<file path="config.mk">
export PLATFORM = sky130hd
export DESIGN_NAME = ps2_dir_decoder
export DESIGN_NICKNAME = d
export VERILOG_FILES = /design/src/rtl/ps2_dir_decoder.sv
export SDC_FILE = /design/constraint.sdc
export NUM_CORES = 1
export LEC_CHECK = 0
export ABC_CLOCK_PERIOD_IN_PS = 4950
export CAP_MARGIN = 20
export CORE_AREA = 2 2 65 98
export CTS_BUF_LIST = sky130_fd_sc_hd__clkbuf_16
export CTS_CLUSTER_DIAMETER = 50
export DETAILED_ROUTE_END_ITERATION = 6
export DIE_AREA = 0 0 67 100
export PLACE_DENSITY = 0.64
export SETUP_SLACK_MARGIN = 0.02
export SLEW_MARGIN = 20
export SYNTH_ARGS = -nofsm -noshare
export SYNTH_HDL_FRONTEND = slang
export SYNTH_SLANG_ARGS = --single-unit
</file>
<file path="constraint.sdc">
create_clock -name clk_50 -period 4.95 [get_ports clk_50]
set_input_delay 0.7425 -clock clk_50 [delete_from_list [all_inputs] [get_ports clk_50]]
set_output_delay 0.7425 -clock clk_50 [all_outputs]
set_load 0.1 [all_outputs]
</file>
<file path="src/rtl/ps2_dir_decoder.sv">
// ps2_dir_decoder
//   Receives PS/2 keyboard frames in the clk_50 domain and translates
//   arrow keys (E0-prefixed) and WASD make codes into the 4-bit direction
//   code used by the game core: 0000 up, 0001 down, 0010 left,
//   0011 right, 1111 no move.  Also flags framing errors and timeouts
//   and reports the last good byte.
//
//   Parameters:
//     TIMEOUT_CYC - idle clk_50 cycles inside a frame before it is dropped
//     SYNC_STAGES - synchroniser depth for ps2_clk / ps2_data (>= 2)
//
//   Ports:
//     clk_50    in   system clock
//     rst_n     in   asynchronous active-low reset
//     ps2_clk   in   PS/2 clock pin (asynchronous)
//     ps2_data  in   PS/2 data pin (asynchronous)
//     kb        out  current direction code, held until changed
//     kb_valid  out  one-cycle pulse whenever kb is written
//     key_code  out  last byte received with good framing (incl. E0/F0)
//     frame_err out  one-cycle pulse on bad parity/stop or timeout
//
//   Optional feature: define PS2_DIR_RELEASE_CLEAR_EN so that releasing
//   the key whose direction is currently on kb returns kb to 1111.
module ps2_dir_decoder #(
    parameter int unsigned TIMEOUT_CYC = 50000,
    parameter int unsigned SYNC_STAGES = 2
) (
    input  logic       clk_50,
    input  logic       rst_n,
    input  logic       ps2_clk,
    input  logic       ps2_data,
    output logic [3:0] kb,
    output logic       kb_valid,
    output logic [7:0] key_code,
    output logic       frame_err
);

    localparam int unsigned TW = (TIMEOUT_CYC > 1) ? $clog2(TIMEOUT_CYC) : 1;
    localparam logic [TW-1:0] TO_LAST = TW'(TIMEOUT_CYC - 1);

    typedef enum logic [1:0] {
        ST_IDLE,
        ST_DATA,
        ST_PARITY,
        ST_STOP
    } state_t;

    state_t                 state_q,    state_d;
    logic [SYNC_STAGES-1:0] clk_sync_q, clk_sync_d;
    logic [SYNC_STAGES-1:0] dat_sync_q, dat_sync_d;
    logic                   clk_prev_q, clk_prev_d;
    logic [2:0]             bit_cnt_q,  bit_cnt_d;
    logic [7:0]             shift_q,    shift_d;
    logic                   par_q,      par_d;
    logic [TW-1:0]          to_cnt_q,   to_cnt_d;
    logic                   ext_q,      ext_d;
    logic                   brk_q,      brk_d;
    logic [3:0]             kb_q,       kb_d;
    logic                   kb_valid_q, kb_valid_d;
    logic [7:0]             key_code_q, key_code_d;
    logic                   frame_err_q, frame_err_d;

    logic       fall;
    logic       sdata;
    logic       frame_good;
    logic       map_hit;
    logic [3:0] map_code;

    assign fall  = clk_prev_q & ~clk_sync_q[SYNC_STAGES-1];
    assign sdata = dat_sync_q[SYNC_STAGES-1];

    // Evaluated only while sampling the stop bit, when shift_q/par_q are complete.
    assign frame_good = (^{shift_q, par_q}) & sdata;

    // Arrow keys only count with an E0 prefix; WASD only without one.
    always_comb begin
        map_hit  = 1'b0;
        map_code = 4'b1111;
        if (ext_q) begin
            case (shift_q)
                8'h75: begin map_hit = 1'b1; map_code = 4'b0000; end
                8'h72: begin map_hit = 1'b1; map_code = 4'b0001; end
                8'h6B: begin map_hit = 1'b1; map_code = 4'b0010; end
                8'h74: begin map_hit = 1'b1; map_code = 4'b0011; end
                default: ;
            endcase
        end else begin
            case (shift_q)
                8'h1D: begin map_hit = 1'b1; map_code = 4'b0000; end
                8'h1B: begin map_hit = 1'b1; map_code = 4'b0001; end
                8'h1C: begin map_hit = 1'b1; map_code = 4'b0010; end
                8'h23: begin map_hit = 1'b1; map_code = 4'b0011; end
                default: ;
            endcase
        end
    end

    always_comb begin
        state_d     = state_q;
        clk_sync_d  = {clk_sync_q[SYNC_STAGES-2:0], ps2_clk};
        dat_sync_d  = {dat_sync_q[SYNC_STAGES-2:0], ps2_data};
        clk_prev_d  = clk_sync_q[SYNC_STAGES-1];
        bit_cnt_d   = bit_cnt_q;
        shift_d     = shift_q;
        par_d       = par_q;
        to_cnt_d    = to_cnt_q;
        ext_d       = ext_q;
        brk_d       = brk_q;
        kb_d        = kb_q;
        kb_valid_d  = 1'b0;
        key_code_d  = key_code_q;
        frame_err_d = 1'b0;

        if (state_q == ST_IDLE) begin
            to_cnt_d = '0;
            if (fall && !sdata) begin
                state_d   = ST_DATA;
                bit_cnt_d = '0;
            end
        end else if (fall) begin
            to_cnt_d = '0;
            case (state_q)
                ST_DATA: begin
                    shift_d = {sdata, shift_q[7:1]};
                    if (bit_cnt_q == 3'd7) state_d = ST_PARITY;
                    else                   bit_cnt_d = bit_cnt_q + 3'd1;
                end
                ST_PARITY: begin
                    par_d   = sdata;
                    state_d = ST_STOP;
                end
                ST_STOP: begin
                    state_d = ST_IDLE;
                    if (!frame_good) begin
                        frame_err_d = 1'b1;
                        ext_d       = 1'b0;
                        brk_d       = 1'b0;
                    end else begin
                        key_code_d = shift_q;
                        if (shift_q == 8'hE0) begin
                            ext_d = 1'b1;
                        end else if (shift_q == 8'hF0) begin
                            brk_d = 1'b1;
                        end else begin
                            ext_d = 1'b0;
                            brk_d = 1'b0;
                            if (map_hit && !brk_q) begin
                                kb_d       = map_code;
                                kb_valid_d = 1'b1;
                            end
`ifdef PS2_DIR_RELEASE_CLEAR_EN
                            if (map_hit && brk_q && (map_code == kb_q)) begin
                                kb_d       = 4'b1111;
                                kb_valid_d = 1'b1;
                            end
`endif
                        end
                    end
                end
                default: state_d = ST_IDLE;
            endcase
        end else if (to_cnt_q == TO_LAST) begin
            state_d     = ST_IDLE;
            to_cnt_d    = '0;
            frame_err_d = 1'b1;
            ext_d       = 1'b0;
            brk_d       = 1'b0;
        end else begin
            to_cnt_d = to_cnt_q + TW'(1);
        end
    end

    always_ff @(posedge clk_50 or negedge rst_n) begin
        if (!rst_n) begin
            state_q     <= ST_IDLE;
            clk_sync_q  <= '1;
            dat_sync_q  <= '1;
            clk_prev_q  <= 1'b1;
            bit_cnt_q   <= '0;
            shift_q     <= '0;
            par_q       <= 1'b0;
            to_cnt_q    <= '0;
            ext_q       <= 1'b0;
            brk_q       <= 1'b0;
            kb_q        <= 4'b1111;
            kb_valid_q  <= 1'b0;
            key_code_q  <= 8'h00;
            frame_err_q <= 1'b0;
        end else begin
            state_q     <= state_d;
            clk_sync_q  <= clk_sync_d;
            dat_sync_q  <= dat_sync_d;
            clk_prev_q  <= clk_prev_d;
            bit_cnt_q   <= bit_cnt_d;
            shift_q     <= shift_d;
            par_q       <= par_d;
            to_cnt_q    <= to_cnt_d;
            ext_q       <= ext_d;
            brk_q       <= brk_d;
            kb_q        <= kb_d;
            kb_valid_q  <= kb_valid_d;
            key_code_q  <= key_code_d;
            frame_err_q <= frame_err_d;
        end
    end

    assign kb        = kb_q;
    assign kb_valid  = kb_valid_q;
    assign key_code  = key_code_q;
    assign frame_err = frame_err_q;

endmodule

</file>
After elaboration in Yosys (flattened, before gate mapping)
Index checks and enable logic that the tools add are counted.
{ "totals": {"inputBits": 4, "reg_bits": 51, "output_inout_bits": 14, "wordCells": 106} }
{ "classes": {"mux": 43, "n_eq_ne": 21, "add_sub_neg": 2, "n_bitwise": 6, "n_reduce_logical": 20} }
{ "op_table": {"columns": ["cell", "n"], "rows": [
  ["$mux 16", 3],
  ["$eq 8x7->1 const B", 4],
  ["$pmux 4 s4", 2],
  ["$mux 1", 26],
  ["$eq 8x5->1 const B", 3],
  ["$add 16x1->16 const B", 1],
  ["$eq 16x16->1 const B", 1],
  ["$eq 8x8->1 const B", 2],
  ["$reduce_and 4->1", 4],
  ["$mux 3", 5],
  ["$mux 2", 5],
  ["$reduce_and 3->1", 3],
  ["$reduce_xor 9->1", 1],
  ["$eq 8x6->1 const B", 1],
  ["$ne 4x4->1 const B", 2],
  ["$reduce_or 4->1", 2],
  ["$reduce_and 7->1", 1],
  ["$reduce_bool 2->1", 3],
  ["$eq 2x2->1 const B", 2],
  ["$mux 4", 1],
  ["$ne 2x1->1 const B", 2],
  ["$not 1->1", 4],
  ["$pmux 2 s2", 1],
  ["$add 3x1->3 const B", 1],
  ["9 further kinds", 12]
]} }

Depth between registers and ports, before layout
{ "depth": {"word_depth": 12, "depth_mapped": 8} }

Worst setup path after synthesis
Ideal clock, no wire load.
{ "synth_timing": {"path_kind": "flip-flop to flip-flop", "startpoint": "register state_q[1]", "endpoint": "register shift_q[0]", "path_stages_with_launch": 7, "t_required_ns": 4.825, "n_path_buf": 1, "arrival_time_ns": 1.870, "setup_ns": 0.125, "setup_slack_ns": 2.955, "period_less_slack_ns": 1.995, "path_cell_list": "dfrtp_1 -> inv_1 -> ha_1 -> nor3b_1 -> and2_1 -> clkbuf_1 -> mux2_2"} }
{ "synth_via": {"elab_chain_cells": 3, "elab_cells_between_ends": 4} }
{ "synth_lines": {"columns": ["element", "line", "text"], "rows": [
  ["start, declared", "48", "state_t state_q, state_d;"],
  ["start signal, assigned", "190", "state_q <= state_d;"],
  ["$logic_not 2->1", "114", "if (state_q == ST_IDLE) begin"],
  ["$not 1->1 (no source line)", null, null],
  ["$reduce_and 3->1 (no source line) (*)", null, null],
  ["end signal, assigned", "195", "shift_q <= shift_d;"],
  ["end, declared", "53", "logic [7:0] shift_q, shift_d;"]
]} }
Every way passes the cells marked *; elsewhere a longest branch is shown, timed or not.
A chain may end at the register's enable or synchronous reset.

==> impl_metrics.ini <==
[status]
outcome = finished, final reports clean

[synth]
async_reset_ff_frac = 1.00
synthXorXnorAreaFrac = 0.0802
synth-seq-area-share = 0.499
muxShareOfSynthArea = 0.0876
ys.flop_type = dfrtp_1
syn_area_mm2 = 0.00253
synthAdderAreaFrac = 0.0396
syn_nets = 242
synth_edf_count = 0
synth_top_family_by_area = simple AND/OR/NAND/NOR gates
synthCells = 230
synth-seq-cells = 50
synth_compound_area_frac = 0.0683
synth-simple-area-share = 0.192
avgSynthCellArea_um2 = 11.0
yosys_warnings = 0
ys_types = 47

[cells_and_area]
antennaDiodeCount = 0
layout_commonest_cell = dfrtp_1
nNetsFinal = 256
design_area_mm2 = 0.00293
utilization = 0.492
syn_to_final_growth_pct = 15.8
most-common-layout-cells = dfrtp_1, nor2_1, mux2_2
drive_gt1_frac = 0.147

[setup_path]
worstPathRequired_ns = 4.21
endpoint = kb[3]
path_class = flop to output pin
cp.arrival_ns = 1.95
r2r_slack_ns = 2.44
worstPathCellList = clkdlybuf4s50_1
crit_path_top_delay_cell = clkdlybuf4s50_1
worstRegToRegCells = 7
crit_path_max_incr_delay_ns = 1.12
crit_fanout = 3
crit_buf_inv = 1
cp.depth = 1
cp_top_family = buffers and inverters
start_kind = flop
critPathCaptureType = output pin
startpoint = kb[2]$_DFFE_PN1P_
rr_startpoint = state_q[1]$_DFFE_PN0P_
r2r-end = key_code[2]$_DFFE_PN0P_

[power]
p_seq_frac = 0.374
power_frac_comb = 0.372
p_clk_frac = 0.255
p_leak_nw = 1.26
p_per_area_mw_per_mm2 = 573
p_switching_w = 0.000634
intPower_w = 0.00104
swShare = 0.378
peakVddDrop_uv = 225

[clock_network]
clk_path_buf_depth = 2
cts_made_buffers = 5
post-cts-setup-buffers = 0
cts_hold_buf = 0
cts.sinks = 50
clk_latency_ns = 0.29
cts_tree = yes
cts_root_buf = clkbuf_16
clk_pin_slew_ns = 0.06
cts.htree.levels = 2
cts_resized = 0

[flow_run]
max_cap_violations = 0

[route]
avgRoutedWirePerCell_um = 14.1
drc = 0
dr.pass1.iters = 4
first_iter_violations = 111
drt-total-wl_mm = 4.51
avgViaCountPerCell = 5.35
ant_nets = 0
num_vias = 1707

[floorplanning]
core-area_mm2 = 0.00596
start_util = 0.424
rows = 35
fp.dieW_um = 67
io_pins = 18
die_h_um = 100
die-area_mm2 = 0.00670

[sta]
max_freq_ghz = 0.372
fin_crit_ns = 2.69
slew_viol_final = 0
relSlewSlack = 0.357
setup_viol = 0
fin_crit_sh = 0.543
skew_ns = 0.00513
worstMarginPinSlew_ns = 0.962
rsz0062_at_grt = false
fin_ws_ns = 2.26
timing.final.hold_violations = 0
finalSetupTns_ns = 0

[global_routing]
grt_max_degree = 51
met1_usage = 0.183
busiest_layer = met2
grt_pass1_wl_mm = 8.04
gr-usage-all-layers = 0.157
grt_antenna_before_repair = 0
gr-usage-met2 = 0.275
grt_pass1_vias = 1762
grt_overflow = 0
grtUsageMet3 = 0.0336

[placed_design]
gp_congestion = 0.833
placedInstanceArea_mm2 = 0.00274
dp_hpwl_mm = 3.25
io_buffers = 17
dpl_worst_slack_ns = 2.42

[worst_hold_path]
hold_start = clk_sync_q[0]$_DFF_PN1_
holdCritPathClass = flop to flop
cell usage after synthesis (all sizes together), types with 2 or more instances:
library cell,number,share of area
a21oi,3,0.0059
a22o,2,0.0069
a31oi,4,0.0099
and2,2,0.0049
and3,4,0.0099
and3b,2,0.0069
buf,7,0.016
clkbuf,5,0.0074
dfrtp,42,0.42
dfstp,8,0.083
ha,8,0.040
inv,7,0.010
mux2,17,0.076
mux2i,3,0.012
nand2,15,0.022
nand2b,4,0.0099
nand3,4,0.0079
nand4,7,0.017
nand4bb,2,0.0089
nor2,22,0.033
nor2b,5,0.012
nor3,6,0.012
nor3b,3,0.0089
nor4b,2,0.0069
nor4bb,2,0.0079
o21ai,7,0.014
xnor2,10,0.035
xnor3,2,0.018
xor2,8,0.028
power by group through the flow:
stage | clock network (W) | logic, W | registers (W)
2_1_floorplan | 0 | 0.000385 | 0.000744
3_3_place_gp | 0 | 0.000616 | 0.000630
3_5_place_dp | 0 | 0.000630 | 0.000633
4_1_cts | 0.000442 | 0.000632 | 0.000627
5_1_grt | 0.000456 | 0.000676 | 0.000647
6_report | 0.000427 | 0.000623 | 0.000627
cells by family after synthesis:
kind of cell	Yosys count
buf+inv	19
fa+ha+maj	8
xor+xnor	20
mux	20
flops	50
simple gates	87
compound gates	26
how the worst min path moves through the flow:
stage	endpoint	slack, ns	cells after the start
2_1_floorplan	clk_sync_q[1]$_DFF_PN1_	0.35	0
3_3_place_gp	clk_sync_q[1]$_DFF_PN1_	0.35	0
3_5_place_dp	clk_sync_q[1]$_DFF_PN1_	0.35	0
4_1_cts	clk_sync_q[1]$_DFF_PN1_	0.36	0
5_1_grt	dat_sync_q[1]$_DFF_PN1_	0.36	0
6_report	clk_sync_q[1]$_DFF_PN1_	0.36	0
per-stage QoR:
step | total power, W | instances | hold slack [ns]
after floorplan | 0.00113 | 230 | 0.345
after global placement | 0.00125 | 310 | 0.346
after detailed placement | 0.00126 | 311 | 0.347
after CTS | 0.00170 | 319 | 0.356
after global routing | 0.00178 | 319 | 0.362
final | 0.00168 | 319 | 0.356
state kept, by name, summed over array words and instances, names as in the netlist:
signal	cells
to_cnt_q	16
par_q	1
clk_sync_q	2
clk_prev_q	1
kb	3
dat_sync_q	2
frame_err	1
kb_valid	1
ext_q	1
state_q	2
bit_cnt_q	3
shift_q	8
brk_q	1
key_code	8
routing by layer:
layer | part of all wire | wire (um) | up-vias
met5 | 0 | 0 | -
met4 | 0.018 | 82 | 0
met1 | 0.41 | 1830 | 846
met3 | 0.024 | 107 | 7
li1 | - | - | 833
met2 | 0.55 | 2490 | 21
area by class of cell:
| cell class | count | area, um2 |
|---|---|---|
| fillers | 591 | 3030 |
| clock buffers | 5 | 125 |
| flip-flops and latches | 50 | 1260 |
| well taps | 74 | 92.6 |
| inverters | 7 | 26.3 |
| clock inverters | 3 | 63.8 |
| multi-input cells | 161 | 1180 |
| repair buffers | 19 | 178 |
No activity file was read; power rests on OpenSTA's default activity.
==> patch: new RTL, same settings <==
The option `PS2_DIR_RELEASE_CLEAR_EN` is turned on by a define.
--- a/src/rtl/ps2_dir_decoder.sv
+++ b/src/rtl/ps2_dir_decoder.sv
@@ -21,6 +21,8 @@
 //
 //   Optional feature: define PS2_DIR_RELEASE_CLEAR_EN so that releasing
 //   the key whose direction is currently on kb returns kb to 1111.
+`define PS2_DIR_RELEASE_CLEAR_EN
+
 module ps2_dir_decoder #(
     parameter int unsigned TIMEOUT_CYC = 50000,
     parameter int unsigned SYNC_STAGES = 2
Behaviour: no difference found for any inputs over 10 cycles, from zero or initial values and one cycle with rst_n low; that may be too few to reach the edited logic, so the function may still have changed.
==> patch against the original RTL <==
- area after synthesis increased by 3.8%
- design area increased by 1.2%
- worst setup slack got worse by 0.027 ns
- sequential power shrank 11%
- sequential share of layout area fell by 0.53 points
- sequential cell count is the same
- maximum frequency fell by 0.98%
- via count increased by 3.7%
- total power shrank 23%
- global-route usage barely moved
- synthesized cell count up 5.7%
- wire length grew 1.2%
- critical path type unchanged
- largest cell class unchanged
- largest power group unchanged
- highest routed layer unchanged
==> patch: results (changes against the original RTL) <==
----------------------------------------------------
[Clock network]
  CTS Buf Count ... 5 (unchanged)
  Clock transition time at the flip-flop clock pins of the worst setup and hold paths ... ~0.07 ns
  Insertion delay to the later sink of the worst-skew pair ... 0.29 ns (about the same)

[Cells and area]
  Fillers ... 582 (-1.5%)
  Number of flip-flops in the largest register ... 16 (unchanged)
  Number of nets at the end of the flow ... 266 (+3.9%)
  Layout cell share with drive strength beyond 1 ... 14.51% (-0.18 points)
  Number of antenna diodes ... 0 (unchanged)

[Placed design]
  Half-perimeter wire length of the detailed placement result ... 3188 microns (-1.8%)
  Standard cell area after detailed placement ... 2794 sq um (+2.0%)
  Count of input and output buffers ... 17 (unchanged)
  Gpl congestion ... 0.8003 (-4.0%)

[Power and ir drop]
  Pleak ... 1.304 nW (+3.8%)
  Peak VDD IR ... 236.4 uV (+4.9%)

[Setup path]
  End of the worst register-to-register path ... key_code[4]
  Worst EP arrival ... 1.97 ns (+0.02 ns)
  R2r setup slk ... 2.57 ns (+0.13 ns)
  Depth of the worst register-to-register path ... 5 (-2)
  R2r startpoint ... shift_q[1]
  Critical path peak fanout ... 5 (+2)

[Worst hold path]
  Worst hold path depth ... 0 (unchanged)
  Worst hold path startpoint ... clk_sync_q[0]

[Timing]
  Max_slew headroom ... 34.72% (-0.94 points)
  Clk_skew ... 0.006704 ns (+0.001569 ns)

[Detailed routing]
  Via-to-Cell Ratio ... 5.383 (+0.60%)
  Number of design-rule violations left by the first detailed-router iteration ... 126 (+14%)
  Total wirelength of the detailed-routed design ... 4568 microns (+1.2%)

[Synthesis]
  Mux contribution to synthesized area ... 9.108% (+0.35 points)
  Flip-flop cell with the highest count after synthesis ... sky130_fd_sc_hd__dfrtp_1
  XOR/XNOR Fraction of Synth Area ... 6.533% (-1.5 points)
  Number of distinct library cells after synthesis ... 49 (+4.3%)
  Top post-synthesis cells by count ... sky130_fd_sc_hd__dfrtp_1 (42), sky130_fd_sc_hd__nor2_1 (25), sky130_fd_sc_hd__nand2_1 (12), sky130_fd_sc_hd__xnor2_1 (12), sky130_fd_sc_hd__o21ai_0 (11)
  Sequential fraction of the synthesis area ... 48.07% (-1.8 points)
  Synthesized netlist net count ... 255 (+5.4%)
  Dominant cells by area after synthesis ... sky130_fd_sc_hd__dfrtp_1 (40%), sky130_fd_sc_hd__dfstp_2 (8.0%), sky130_fd_sc_hd__mux2_4 (4.6%)
  Adder-cell share of the synthesized area ... 3.815% (-0.15 points)
  Area fraction in compound gates after synthesis ... 9.251% (+2.4 points)

[Global route]
  Pin count of the biggest net entering global routing ... 51 (unchanged)
  Combined global-route utilization of all metal layers ... 15.66% (about the same)
  First-pass GRT wire length ... 8059 microns (+0.26%)
  Vias in the first global route ... 1,773 (+0.62%)

[Outcome]
  Status ... completed

----------------------------------------------------
patch: kinds of logic after synthesis:
kind of cell             count (synthesis)
AO/OA/AOI/OAI                           37
buffers and inverters                   21
adder cells (fa/ha/maj)                  8
XOR/XNOR                                18
multiplexers                            19
AND/OR/NAND/NOR                         90
flip-flops                              50
patch: worst max path at each step:
stage	from	endpoint	slack, ns	cells after the start
after floorplan	shift_q[1]	key_code[0]	2.97	7
after global placement	kb[0]	kb[0]	2.55	1
after detailed placement	kb[1]	kb[1]	2.54	1
after CTS	kb[1]	kb[1]	2.23	1
after global routing	kb[1]	kb[1]	2.17	1
final	kb[1]	kb[1]	2.23	1
patch: final cells by class:
type / instances / area [sq um] / share of cell area [%]
sequential: 50 / 1261 / 42.55
multi-input combinational: 172 / 1241 / 41.87
timing repair buffer: 18 / 172.7 / 5.825
clock buffer: 5 / 125.1 / 4.221
tap: 74 / 92.59 / 3.124
clock inverter: 3 / 45.04 / 1.520
inverter: 7 / 26.28 / 0.8865
patch: metal layers:
metal	track usage, %	share of wire (%)	up-vias
met5	0	0	-
met2	26.66	52	27
met3	3.027	2.9	10
li1	-	-	867
met1	18.82	42	867
met4	6.907	2.8	0
patch: report_power, final:
part | total [W] | internal, W | switching [W] | leakage (nW)
clock | 0.000387 | 0.000238 | 0.000149 | 0.0760
sequential | 0.000555 | 0.000470 | 0.0000855 | 0.655
combinational | 0.000354 | 0.000165 | 0.000189 | 0.573
patch: stage by stage:
step                      util (%)  hold slack [ns]  setup WS, ns  cells
after global placement       46.91           0.3464         2.550    321
after CTS                    49.77           0.3572         2.225    329
final                        49.77           0.3556         2.234    329
after detailed placement     46.91           0.3468         2.541    321
after floorplan                  -           0.3452         2.965    243
after global routing         49.77           0.3650         2.171    329
